## src/rtl/multi_key_filter_pkg.sv

```systemverilog
// Shared definitions for the multi-key debounce filter: per-channel FSM
// encoding, default timing constants and a counter-sizing helper.
package multi_key_filter_pkg;

  typedef enum logic [3:0] {
    ST_IDLE    = 4'b0001,
    ST_FILTER0 = 4'b0010,
    ST_DOWN    = 4'b0100,
    ST_FILTER1 = 4'b1000
  } kstate_e;

  localparam int DEF_NUM_KEYS      = 4;
  localparam int DEF_DEB_CYCLES    = 1_000_000;
  localparam int DEF_LONG_CYCLES   = 50_000_000;
  localparam int DEF_REPEAT_CYCLES = 10_000_000;
  localparam int DEF_REPEAT_EN     = 1;

  function automatic int max3(input int a, input int b, input int c);
    int m;
    m = (a > b) ? a : b;
    return (m > c) ? m : c;
  endfunction

endpackage

```

## src/rtl/multi_key_filter_key_chan.sv

```systemverilog
// One key channel: 2-flop synchronizer, press/release debounce FSM and
// long-press / auto-repeat hold timer. All outputs are registered.
module key_chan
  import multi_key_filter_pkg::*;
#(
  parameter int DEB_CYCLES    = DEF_DEB_CYCLES,
  parameter int LONG_CYCLES   = DEF_LONG_CYCLES,
  parameter int REPEAT_CYCLES = DEF_REPEAT_CYCLES,
  parameter int REPEAT_EN     = DEF_REPEAT_EN
) (
  input  logic clk,
  input  logic rst,
  input  logic key_n,
  output logic key_state,
  output logic key_press,
  output logic key_release,
  output logic key_long
);

  localparam int CW = $clog2(max3(DEB_CYCLES, LONG_CYCLES, REPEAT_CYCLES)) + 1;
  localparam logic [CW-1:0] DEB_C  = CW'(DEB_CYCLES);
  localparam logic [CW-1:0] LONG_C = CW'(LONG_CYCLES);
  localparam logic [CW-1:0] REP_C  = CW'(REPEAT_CYCLES);
  localparam logic [CW-1:0] ONE_C  = CW'(1);

  logic [1:0]    r_sync;
  logic          w_s;
  kstate_e       r_st, w_st_nxt;
  logic [CW-1:0] r_deb, w_deb_nxt, w_deb_inc;
  logic [CW-1:0] r_hold, w_hold_nxt, w_hold_inc;
  logic          r_flag, w_flag_nxt;
  logic          r_state, w_state_nxt;
  logic          r_press, w_press_nxt;
  logic          r_rel, w_rel_nxt;
  logic          r_long, w_long_nxt;

  assign w_s        = r_sync[1];
  assign w_deb_inc  = r_deb + ONE_C;
  assign w_hold_inc = r_hold + ONE_C;

  always_ff @(posedge clk or posedge rst) begin
    if (rst) begin
      r_sync  <= 2'b11;
      r_st    <= ST_IDLE;
      r_deb   <= '0;
      r_hold  <= '0;
      r_flag  <= 1'b0;
      r_state <= 1'b1;
      r_press <= 1'b0;
      r_rel   <= 1'b0;
      r_long  <= 1'b0;
    end else begin
      r_sync  <= {r_sync[0], key_n};
      r_st    <= w_st_nxt;
      r_deb   <= w_deb_nxt;
      r_hold  <= w_hold_nxt;
      r_flag  <= w_flag_nxt;
      r_state <= w_state_nxt;
      r_press <= w_press_nxt;
      r_rel   <= w_rel_nxt;
      r_long  <= w_long_nxt;
    end
  end

  // The ">=" compares keep a timing constant of 1 from stalling a counter.
  always_comb begin
    w_st_nxt    = r_st;
    w_deb_nxt   = r_deb;
    w_hold_nxt  = r_hold;
    w_flag_nxt  = r_flag;
    w_state_nxt = r_state;
    w_press_nxt = 1'b0;
    w_rel_nxt   = 1'b0;
    w_long_nxt  = 1'b0;
    case (r_st)
      ST_IDLE: begin
        if (!w_s) begin
          w_st_nxt  = ST_FILTER0;
          w_deb_nxt = ONE_C;
        end
      end
      ST_FILTER0: begin
        if (w_s) begin
          w_st_nxt  = ST_IDLE;
          w_deb_nxt = '0;
        end else if (w_deb_inc >= DEB_C) begin
          w_st_nxt    = ST_DOWN;
          w_deb_nxt   = '0;
          w_hold_nxt  = '0;
          w_flag_nxt  = 1'b0;
          w_state_nxt = 1'b0;
          w_press_nxt = 1'b1;
        end else begin
          w_deb_nxt = w_deb_inc;
        end
      end
      ST_DOWN: begin
        if (w_s) begin
          w_st_nxt  = ST_FILTER1;
          w_deb_nxt = ONE_C;
        end else if (!r_flag) begin
          if (w_hold_inc >= LONG_C) begin
            w_long_nxt = 1'b1;
            w_flag_nxt = 1'b1;
            w_hold_nxt = '0;
          end else begin
            w_hold_nxt = w_hold_inc;
          end
        end else if (REPEAT_EN != 0) begin
          if (w_hold_inc >= REP_C) begin
            w_long_nxt = 1'b1;
            w_hold_nxt = '0;
          end else begin
            w_hold_nxt = w_hold_inc;
          end
        end
      end
      ST_FILTER1: begin
        // Hold timer and long flag are frozen here so a release bounce
        // resumes long-press timing where it left off.
        if (!w_s) begin
          w_st_nxt  = ST_DOWN;
          w_deb_nxt = '0;
        end else if (w_deb_inc >= DEB_C) begin
          w_st_nxt    = ST_IDLE;
          w_deb_nxt   = '0;
          w_hold_nxt  = '0;
          w_flag_nxt  = 1'b0;
          w_state_nxt = 1'b1;
          w_rel_nxt   = 1'b1;
        end else begin
          w_deb_nxt = w_deb_inc;
        end
      end
      default: begin
        w_st_nxt  = ST_IDLE;
        w_deb_nxt = '0;
      end
    endcase
  end

  assign key_state   = r_state;
  assign key_press   = r_press;
  assign key_release = r_rel;
  assign key_long    = r_long;

endmodule

```

## src/rtl/multi_key_filter.sv

```systemverilog
// NUM_KEYS independent debounced key channels plus a registered
// "something happened last cycle" flag.
module multi_key_filter
  import multi_key_filter_pkg::*;
#(
  parameter int NUM_KEYS      = DEF_NUM_KEYS,
  parameter int DEB_CYCLES    = DEF_DEB_CYCLES,
  parameter int LONG_CYCLES   = DEF_LONG_CYCLES,
  parameter int REPEAT_CYCLES = DEF_REPEAT_CYCLES,
  parameter int REPEAT_EN     = DEF_REPEAT_EN
) (
  input  logic                clk,
  input  logic                rst,
  input  logic [NUM_KEYS-1:0] key_in,
  output logic [NUM_KEYS-1:0] key_state,
  output logic [NUM_KEYS-1:0] key_press,
  output logic [NUM_KEYS-1:0] key_release,
  output logic [NUM_KEYS-1:0] key_long,
  output logic                any_event
);

  logic [NUM_KEYS-1:0] w_state, w_press, w_rel, w_long;
  logic                r_any;

  for (genvar gi = 0; gi < NUM_KEYS; gi++) begin : g_chan
    key_chan #(
      .DEB_CYCLES   (DEB_CYCLES),
      .LONG_CYCLES  (LONG_CYCLES),
      .REPEAT_CYCLES(REPEAT_CYCLES),
      .REPEAT_EN    (REPEAT_EN)
    ) u_chan (
      .clk        (clk),
      .rst        (rst),
      .key_n      (key_in[gi]),
      .key_state  (w_state[gi]),
      .key_press  (w_press[gi]),
      .key_release(w_rel[gi]),
      .key_long   (w_long[gi])
    );
  end

  always_ff @(posedge clk or posedge rst) begin
    if (rst) r_any <= 1'b0;
    else     r_any <= |{w_press, w_rel, w_long};
  end

  assign key_state   = w_state;
  assign key_press   = w_press;
  assign key_release = w_rel;
  assign key_long    = w_long;
  assign any_event   = r_any;

endmodule

```

## config.mk

```make
export PLATFORM = sky130hd
export DESIGN_NAME = multi_key_filter
export DESIGN_NICKNAME = d
export VERILOG_FILES = /design/src/rtl/multi_key_filter_pkg.sv /design/src/rtl/multi_key_filter_key_chan.sv /design/src/rtl/multi_key_filter.sv
export SDC_FILE = /design/constraint.sdc
export NUM_CORES = 1
export LEC_CHECK = 0
export ABC_AREA = 1
export BUFFER_PORTS_ARGS = -buffer_cell sky130_fd_sc_hd__buf_2
export CAP_MARGIN = 30
export CORE_UTILIZATION = 47
export CTS_CLUSTER_DIAMETER = 150
export CTS_CLUSTER_SIZE = 8
export DETAILED_ROUTE_END_ITERATION = 6
export SKIP_LAST_GASP = 1
export SLEW_MARGIN = 20
export SYNTH_ARGS = -nofsm -noshare
export SYNTH_HDL_FRONTEND = slang
export SYNTH_SLANG_ARGS = --single-unit
```

## constraint.sdc

```tcl
create_clock -name clk -period 18.3 [get_ports clk]
set_input_delay 3.66 -clock clk [delete_from_list [all_inputs] [get_ports clk]]
set_output_delay 3.66 -clock clk [all_outputs]
set_load 0.005 [all_outputs]
```

==> metrics.yaml, run 1 <==
synth:
  synth.distinct_cells: 46
  synthTopCellsByArea: "dfrtp_1, nand2_1, nor2_1"
  yosysSeqAreaShare_pct: 36.0
  synth_top_area_share_pct: 33.7
  synth_area_leader_cell: "dfrtp_1"
  yosysWarnings: 0
  syn_inst: 2796
  synthesis.nets: 2810
  ys_seq_elements: 261
  synth_area_per_cell_um2: 6.51
  netlist_area_um2: 18200
die:
  die_h_um: 199
  io-pin-count: 23
  start_util_pct: 48.1
  core_area_um2: 37800
  die_w_um: 199
  rows: 71
  dieArea_um2: 39500
cts:
  cts_buffers: 38
  cts.path.max_buffers: 3
  cts_setup_buffers: 0
  clk_pin_slew_worst_paths_ps: 50
  cts_resized: 0
  clock_latency_ps: 560
  cts_tree: "built"
  hold_buffers: 0
  cts.sinks: 261
  clockRootBuffer: "clkbuf_16"
  h-tree-depth: 2
route:
  vias: 17000
  postRouteWirelength_mm: 44.8
  drc: 0
  ant_nets: 0
  drtIter0Drc: 1202
  wire_per_inst_um: 13.4
  dr.pass1.iters: 6
  routed_via_density: 5.09
sta:
  period_share_pct: 26.5
  fin_ws_ps: 13460
  finalClockSkew_ps: 22.0
  fin_crit_ps: 4850
  slew_headroom_pct: 42.8
  setup_tns_ps: 0
  hold_viol_final: 0
  finalSetupViolCount: 0
  drv_slew: 0
  grt_setup_unrepaired: "false"
  fmax_mhz: 206
  tightest_slew_ps: 858
setup_path:
  worst-path-buf-inv: 1
  crit_arrival_ps: 1190
  cpMaxStageDelayCell: "dfstp_2"
  start_kind: "register"
  critical-path-max-stage-delay_ps: 520
  crit_type: "reg -> out"
  crit_path_end_kind: "output pin"
  cp_max_fo: 2
  required_ps: 14640
  crit_path_cell_trace: "buf_2"
  cp_top_family: "flip-flops"
layout:
  fin_nets: 2813
  fillerInstances: 3893
  drive_gt1_share_pct: 6.93
  final_area_um2: 19700
  syn_to_final_growth_pct: 8.35
placed_design:
  post-dp-hpwl_mm: 32.1
  dp_slack_ps: 12820
  gp_congestion: 0.898
  placed_area_um2: 18600
  io_buffers: 22
pwr:
  ir_worst_vdd_uv: 49.9
  p_leak_nw: 8.99
  powerDensity_nw_per_um2: 76.5
run:
  drv_cap: 0
global_routing:
  grt_max_degree: 130
  grt_pass1_wl_mm: 77.6
  overflow: 0
  antenna_found_initial: 1
  grt_pass1_vias: 16300
  grtUsageTotal_pct: 23.8
min_path:
  hold_path_class: "reg -> reg"
run_status:
  status: "finished clean"
[worst paths after layout]
check,start,to,slack [ps],cells after the start
max reg2reg,g_chan[3].u_chan.r_deb[0],g_chan[3].u_chan.r_hold[24],14920,15
min in group asynchronous,rst,g_chan[1].u_chan.r_hold[19],3070,2
min,g_chan[3].u_chan.r_sync[0],g_chan[3].u_chan.r_sync[1],350,0
min reg2reg,g_chan[3].u_chan.r_sync[0],g_chan[3].u_chan.r_sync[1],350,0
max,g_chan[1].u_chan.key_state,key_state[1],13460,1
max in group asynchronous,rst,g_chan[3].u_chan.r_hold[4],13510,4
[sequential cells by signal (all words and copies together), names as in the netlist]
name / count
any_event: 1
g_chan.u_chan.r_hold: 108
g_chan.u_chan.key_long: 4
g_chan.u_chan.r_flag: 4
g_chan.u_chan.r_st: 16
g_chan.u_chan.key_release: 4
g_chan.u_chan.key_state: 4
g_chan.u_chan.r_sync: 8
g_chan.u_chan.r_deb: 108
g_chan.u_chan.key_press: 4
[kinds of logic after synthesis]
kind of cell / Yosys count / share of synthesized area, %
buffers and inverters: 400 / 9.32
XOR/XNOR: 102 / 4.91
flip-flops: 261 / 36.0
AO/OA/AOI/OAI: 165 / 5.35
AND/OR/NAND/NOR: 1860 / 43.9
adder cells (fa/ha/maj): 8 / 0.550
[routing by layer]
layer  share of wire, %  global-route usage [%]
met5                  0                       0
met4                1.8                    6.55
met3                4.0                    3.41
met2                 45                    38.4
met1                 49                    33.1
[Yosys cell counts (all sizes together)]
| master | count |
|---|---|
| nor3 | 51 |
| nand2 | 980 |
| clkbuf | 27 |
| nor4 | 10 |
| dfstp | 16 |
| dfrtp | 245 |
| a21o | 1 |
| nor3b | 3 |
| and2 | 2 |
| a21boi | 1 |
| nand4 | 83 |
| a21oi | 27 |
| nand3 | 223 |
| xor2 | 81 |
| or2 | 3 |
| inv | 329 |
| nor2 | 493 |
| o22ai | 31 |
| clkinv | 3 |
| o21ai | 95 |
| nand3b | 11 |
| a211oi | 2 |
| buf | 41 |
| a31oi | 2 |
| o21a | 2 |
| nor2b | 1 |
| o21bai | 4 |
| ha | 8 |
| xnor2 | 21 |
[through the flow]
stage | power, mW | cells | hold slack (ps) | utilization [%]
5_1_grt | 1.58 | 3339 | 359 | 52.1
3_5_place_dp | 0.859 | 3266 | 347 | 49.0
4_1_cts | 1.53 | 3335 | 354 | 51.9
6_report | 1.51 | 3340 | 354 | 52.1
3_3_place_gp | 0.851 | 3265 | 349 | 49.0
2_1_floorplan | 0.800 | 2796 | 345 | -
[layout make-up]
type	count	area [um^2]	share of cell area [%]
antenna	1	2.50	0.0127
clock buffer	65	1050	5.34
clock inverter	4	38.8	0.197
inverter	332	1250	6.36
multi-input combinational	2135	9960	50.5
sequential	261	6550	33.2
tap	511	639	3.24
timing repair buffer	31	220	1.12
[where the power goes]
group	internal (mW)	leakage [nW]	total, mW	switching [mW]
logic	0.0554	4.90	0.223	0.168
registers	0.606	3.57	0.629	0.0227
clock network	0.390	0.520	0.656	0.267
total	1.05	8.99	1.51	0.457
[layout by cell type (no fill, tap or decap), types with 25 or more instances in the layout]
cell	instances
nor2_1	445
nor3_1	49
a21oi_1	25
o21ai_1	27
clkbuf_16	38
clkbuf_1	27
nand4_1	81
xor2_1	81
nand3_1	217
inv_1	319
o21ai_0	66
nand2_1	959
nor2_2	31
dfrtp_1	245
No activity file was read; power rests on OpenSTA's default activity.
==> run 2, diff against run 1 <==
==> constraint.sdc (replaced) <==
create_clock -name clk -period 4.9 [get_ports clk]
set_input_delay 0.98 -clock clk [delete_from_list [all_inputs] [get_ports clk]]
set_output_delay 0.98 -clock clk [all_outputs]
set_load 0.005 [all_outputs]
==> run 2 against run 1 <==
  * Critical path depth is 15 higher
  * Register-to-register slack worse by 13000 ps
  * First-iteration DRC count is 15% lower
  * Clock-buffer cell count is 7 lower
  * Via count is 0.42% higher
  * Combinational power grew to 3.8 times the previous value
  * Sequential power grew to 3.7 times the previous value
  * Worst setup slack worse by 12000 ps
  * Highest routed layer unchanged
==> metrics.yaml, run 2 (synthesis gave the netlist of run 1 again) <==
setup_path:
  reg2reg_depth: 16
  start_kind: "register"
  critical-path-max-stage-delay_ps: 680
  cp.depth: 16
  cpMaxStageDelayCell: "nand3_2"
  timing.rr.end: "g_chan[3].u_chan.r_hold[23]"
  worst-path-buf-inv: 0
  crit_arrival_ps: 3720
  crit_type: "reg -> reg"
  crit_path_end_kind: "register"
  cp_max_fo: 29
  reg2reg_from: "g_chan[3].u_chan.r_deb[0]"
  crit_path_cell_trace: "ha_1 > nand2_1 > nor2_2 > nand3_1 > nand2_1 > nand2_1 > nor2_1 > nand2_1 > nor2_1 > nand3_1 > nand2_1 > nand2_1 > nand3_2 > nand3_2 > nand2_1 > o21ai_0"
  required_ps: 5280
  rrSetupSlack_ps: 1560
  path_common_cell: "nand2_1"
  cp_top_family: "simple AND/OR/NAND/NOR gates"
die:
  core_area_um2: 37800
  die_w_um: 199
  start_util_pct: 48.1
  rows: 71
  die_h_um: 199
  io-pin-count: 23
  dieArea_um2: 39500
layout:
  fin_util_pct: 52.1
  seq_area_um2: 6550
  syn_to_final_growth_pct: 8.24
  top_regs: "g_chan.u_chan.r_deb x108, g_chan.u_chan.r_hold x108, g_chan.u_chan.r_st x16"
  num_antenna_cells: 0
  fillerInstances: 3870
  layout_commonest_cell: "nand2_1"
  fin_nets: 2814
  drive_gt1_share_pct: 6.98
  multi_input_area_um2: 9960
  mostFrequentLayoutCells: "nand2_1, nor2_1, inv_1"
sta:
  tightest_slew_ps: 820
  setup_tns_ps: 0
  fmax_mhz: 299
  fin_crit_ps: 3340
  finalSetupViolCount: 0
  finalClockSkew_ps: 21.4
  hold_viol_final: 0
  drv_slew: 0
  timing.hold.ws_ps: 356
  slew_headroom_pct: 45.4
  grt_setup_unrepaired: "false"
  period_share_pct: 68.2
min_path:
  hold_path_class: "reg -> reg"
  min-delay-start: "g_chan[3].u_chan.r_sync[0]"
  min_path_cells: 0
  hold_path_end: "g_chan[3].u_chan.r_sync[1]"
run_status:
  status: "finished clean"
cts:
  clock_latency_ps: 550
  cts_buffers: 38
  hold_buffers: 0
  cts_resized: 0
  cts.path.max_buffers: 3
  clockRootBuffer: "clkbuf_16"
  clk_pin_slew_worst_paths_ps: 60
  cts.sinks: 261
  h-tree-depth: 2
  cts_tree: "built"
  cts_setup_buffers: 0
route:
  drtIter0Drc: 1018
  wire_per_inst_um: 13.3
  routed_via_density: 5.13
  vias: 17100
  postRouteWirelength_mm: 44.2
  ant_nets: 0
  drc: 0
  dr.pass1.iters: 5
global_routing:
  grt_pass1_wl_mm: 75.7
  grtUsageTotal_pct: 23.2
  antenna_found_initial: 0
  grt_max_degree: 152
  grt_pass1_vias: 16100
  overflow: 0
placed_design:
  io_buffers: 22
  gp_congestion: 0.931
  post-dp-hpwl_mm: 31.9
pwr:
  ir_worst_vdd_uv: 230
  powerDensity_nw_per_um2: 284
  p_leak_nw: 8.98
  power_mw: 5.59
run:
  drv_cap: 0
[run 2: cell count changes in the layout (fill, tap and decap cells not counted), sizes merged]
cell,delta
clkbuf,-7
buf,+1
clkinvlp,+1
diode,-1
inv,-1
[run 2: cell type report]
class	count	area share [%]
Tap cell	511	3.25
Inverter	332	6.35
Timing Repair Buffer	32	1.18
Multi-Input combinational cell	2135	50.6
Clock inverter	4	0.197
Clock buffer	58	5.21
Sequential cell	261	33.3
[run 2: layer usage]
metal  share of wire, %  wire length, um  vias to the layer above  global-route usage (%)
met2                 44            19500                      338                    37.0
met4                2.1              936                        0                    7.64
met1                 49            21700                     7878                    32.1
met3                4.8             2130                       69                    3.46
li1                   -                -                     8798                       -
met5                  0                0                        -                       0
[run 2: stage by stage]
step	setup slack, ps	instances	area [um^2]
after CTS	1600	3330	19700
final	1560	3333	19700
after global placement	1580	3267	18600
after detailed placement	1610	3268	18600
after global routing	1170	3333	19700
after floorplan	492	2796	18200
[run 2: report_power, final]
part	switching [mW]	internal, mW	total (mW)
Sequential	0.0825	2.26	2.35
Clock	0.976	1.43	2.41
Combinational	0.626	0.211	0.837
[run 2: worst max path at each step]
stage / from / endpoint / slack (ps)
finish: g_chan[3].u_chan.r_deb[0] / g_chan[3].u_chan.r_hold[23] / 1560
floorplan: rst / any_event / 490
CTS: g_chan[3].u_chan.r_deb[0] / g_chan[3].u_chan.r_hold[21] / 1600
global placement: g_chan[0].u_chan.r_st[0] / g_chan[0].u_chan.r_deb[4] / 1580
global route: g_chan[3].u_chan.r_deb[0] / g_chan[3].u_chan.r_hold[2] / 1170
detailed placement: g_chan[3].u_chan.r_deb[1] / g_chan[3].u_chan.r_hold[21] / 1610
==> run 3, diff against run 2 <==
==> constraint.sdc (replaced) <==
create_clock -name clk -period 3.1 [get_ports clk]
set_input_delay 0.62 -clock clk [delete_from_list [all_inputs] [get_ports clk]]
set_output_delay 0.62 -clock clk [all_outputs]
set_load 0.005 [all_outputs]
==> run 3 against run 2 <==
  * Sequential share of layout area decreased by 0.38 points
  * First-iteration DRC count increased by 2.6%
  * Clock-buffer cell count rose by 9
  * Core utilization up 0.61 points
  * Via count grew 0.94%
  * Critical endpoint is now g_chan[1].u_chan.r_hold[18]
==> metrics.yaml, run 3 (synthesis gave the netlist of run 1 again) <==
run_status:
  status: "finished clean"
sta:
  finalSetupViolCount: 0
  drv_slew: 0
  fin_crit_ps: 2820
  period_share_pct: 90.8
  fmax_mhz: 355
  tightest_slew_ps: 749
  grt_setup_unrepaired: "false"
  finalClockSkew_ps: 15.5
  hold_viol_final: 0
  setup_tns_ps: 0
  fin_ws_ps: 285
  slew_headroom_pct: 50.1
placed_design:
  post-dp-hpwl_mm: 33.8
  dp_slack_ps: 121
  gp_congestion: 0.918
  io_buffers: 22
die:
  die_h_um: 199
  dieArea_um2: 39500
  core_area_um2: 37800
  rows: 71
  io-pin-count: 23
  start_util_pct: 48.1
  die_w_um: 199
global_routing:
  grt_use_met2_pct: 39.2
  overflow: 0
  grt_max_degree: 65
  grtUsageTotal_pct: 24.2
  use_met3_pct: 2.95
  grt.busiest_layer: "met2"
  grt_pass1_vias: 16200
  antenna_found_initial: 1
  grt_pass1_wl_mm: 78.4
  use_met1_pct: 33.6
layout:
  mostFrequentLayoutCells: "nand2_1, nor2_1, inv_1"
  layout_commonest_cell: "nand2_1"
  num_antenna_cells: 0
  fin_nets: 2832
  syn_to_final_growth_pct: 9.50
  top_regs: "g_chan.u_chan.r_deb x108, g_chan.u_chan.r_hold x108, g_chan.u_chan.r_st x16"
  drive_gt1_share_pct: 7.55
  fillerInstances: 3929
pwr:
  ir_worst_vdd_uv: 440
  powerDensity_nw_per_um2: 455
  p_leak_nw: 9.12
setup_path:
  crit_path_end_kind: "register"
  startpoint: "g_chan[1].u_chan.r_hold[0]"
  required_ps: 3540
  cp_max_fo: 26
  start_kind: "register"
  crit_arrival_ps: 3260
  crit_type: "reg -> reg"
  timing.rr.end: "g_chan[1].u_chan.r_hold[18]"
  reg2reg_from: "g_chan[1].u_chan.r_hold[0]"
  rrSetupSlack_ps: 280
  reg2reg_depth: 16
cts:
  cts_tree: "built"
  hold_buffers: 0
  cts.path.max_buffers: 3
  cts_buffers: 38
  clockRootBuffer: "clkbuf_16"
  h-tree-depth: 2
  clk_pin_slew_worst_paths_ps: 60
  cts.sinks: 261
  clock_latency_ps: 550
route:
  dr.pass1.iters: 6
  ant_nets: 0
  drc: 0
  vias: 17200
  postRouteWirelength_mm: 46.2
  wire_per_inst_um: 13.8
  routed_via_density: 5.14
  drtIter0Drc: 1044
run:
  drv_cap: 0
min_path:
  hold_path_class: "in -> async"
==> run 3: cell type report <==
cell class	instances	area (um^2)	share of cell area, %
multi-input combinational	2135	9970	50.0
clock inverter	1	5.00	0.0251
inverter	332	1250	6.30
timing repair buffer	50	383	1.92
clock buffer	67	1120	5.64
tap	511	639	3.21
sequential	261	6550	32.9
==> run 3: how the worst max path moves through the flow <==
stage / endpoint / slack (ps)
finish: g_chan[1].u_chan.r_hold[18] / 280
CTS: g_chan[3].u_chan.r_st[2] / 100
floorplan: any_event / -950
detailed placement: g_chan[3].u_chan.r_st[2] / 120
global route: g_chan[1].u_chan.r_deb[17] / 10
global placement: g_chan[3].u_chan.r_st[2] / 130
==> run 3: worst max-delay path, stage by stage, from the launching register on <==
cell and delay, ps:
dfrtp_1 400, ha_1 250, nand2_1 90, nor2_1 380, nand2_1 210, inv_1 150, nand2_1 60, nand2_1 70
nand2_1 70, nor2_1 150, nand2_1 90, nor2_2 130, o21ai_1 80, nand3_1 130, nand2_4 210, nand3_1 180
nand2_1 60
==> run 3: layer usage <==
metal	vias to the layer above	share of wire (%)
met5	-	0
met4	0	2.1
met3	66	3.9
met2	301	45
met1	8049	49
li1	8828	-
==> run 3: report_power, final <==
group / internal (mW) / switching [mW]
Combinational: 0.364 / 0.996
Clock: 2.43 / 1.56
Sequential: 3.58 / 0.131
==> run 3: timing repair <==
item / 4_1_cts / 5_1_grt
setup buffers: 0 / 2
gates resized for setup: 0 / 6
setup endpoints to repair: 0 / 68
==> run 3: stage by stage <==
stage	util (%)	area [um^2]	hold WS, ps	std cells	power [mW]
5_1_grt	52.7	19900	150	3357	9.52
2_1_floorplan	-	18200	345	2796	4.73
6_report	52.7	19900	166	3357	9.06
3_5_place_dp	49.6	18800	347	3287	5.12
4_1_cts	52.6	19900	136	3355	9.19
3_3_place_gp	49.6	18800	346	3287	5.09
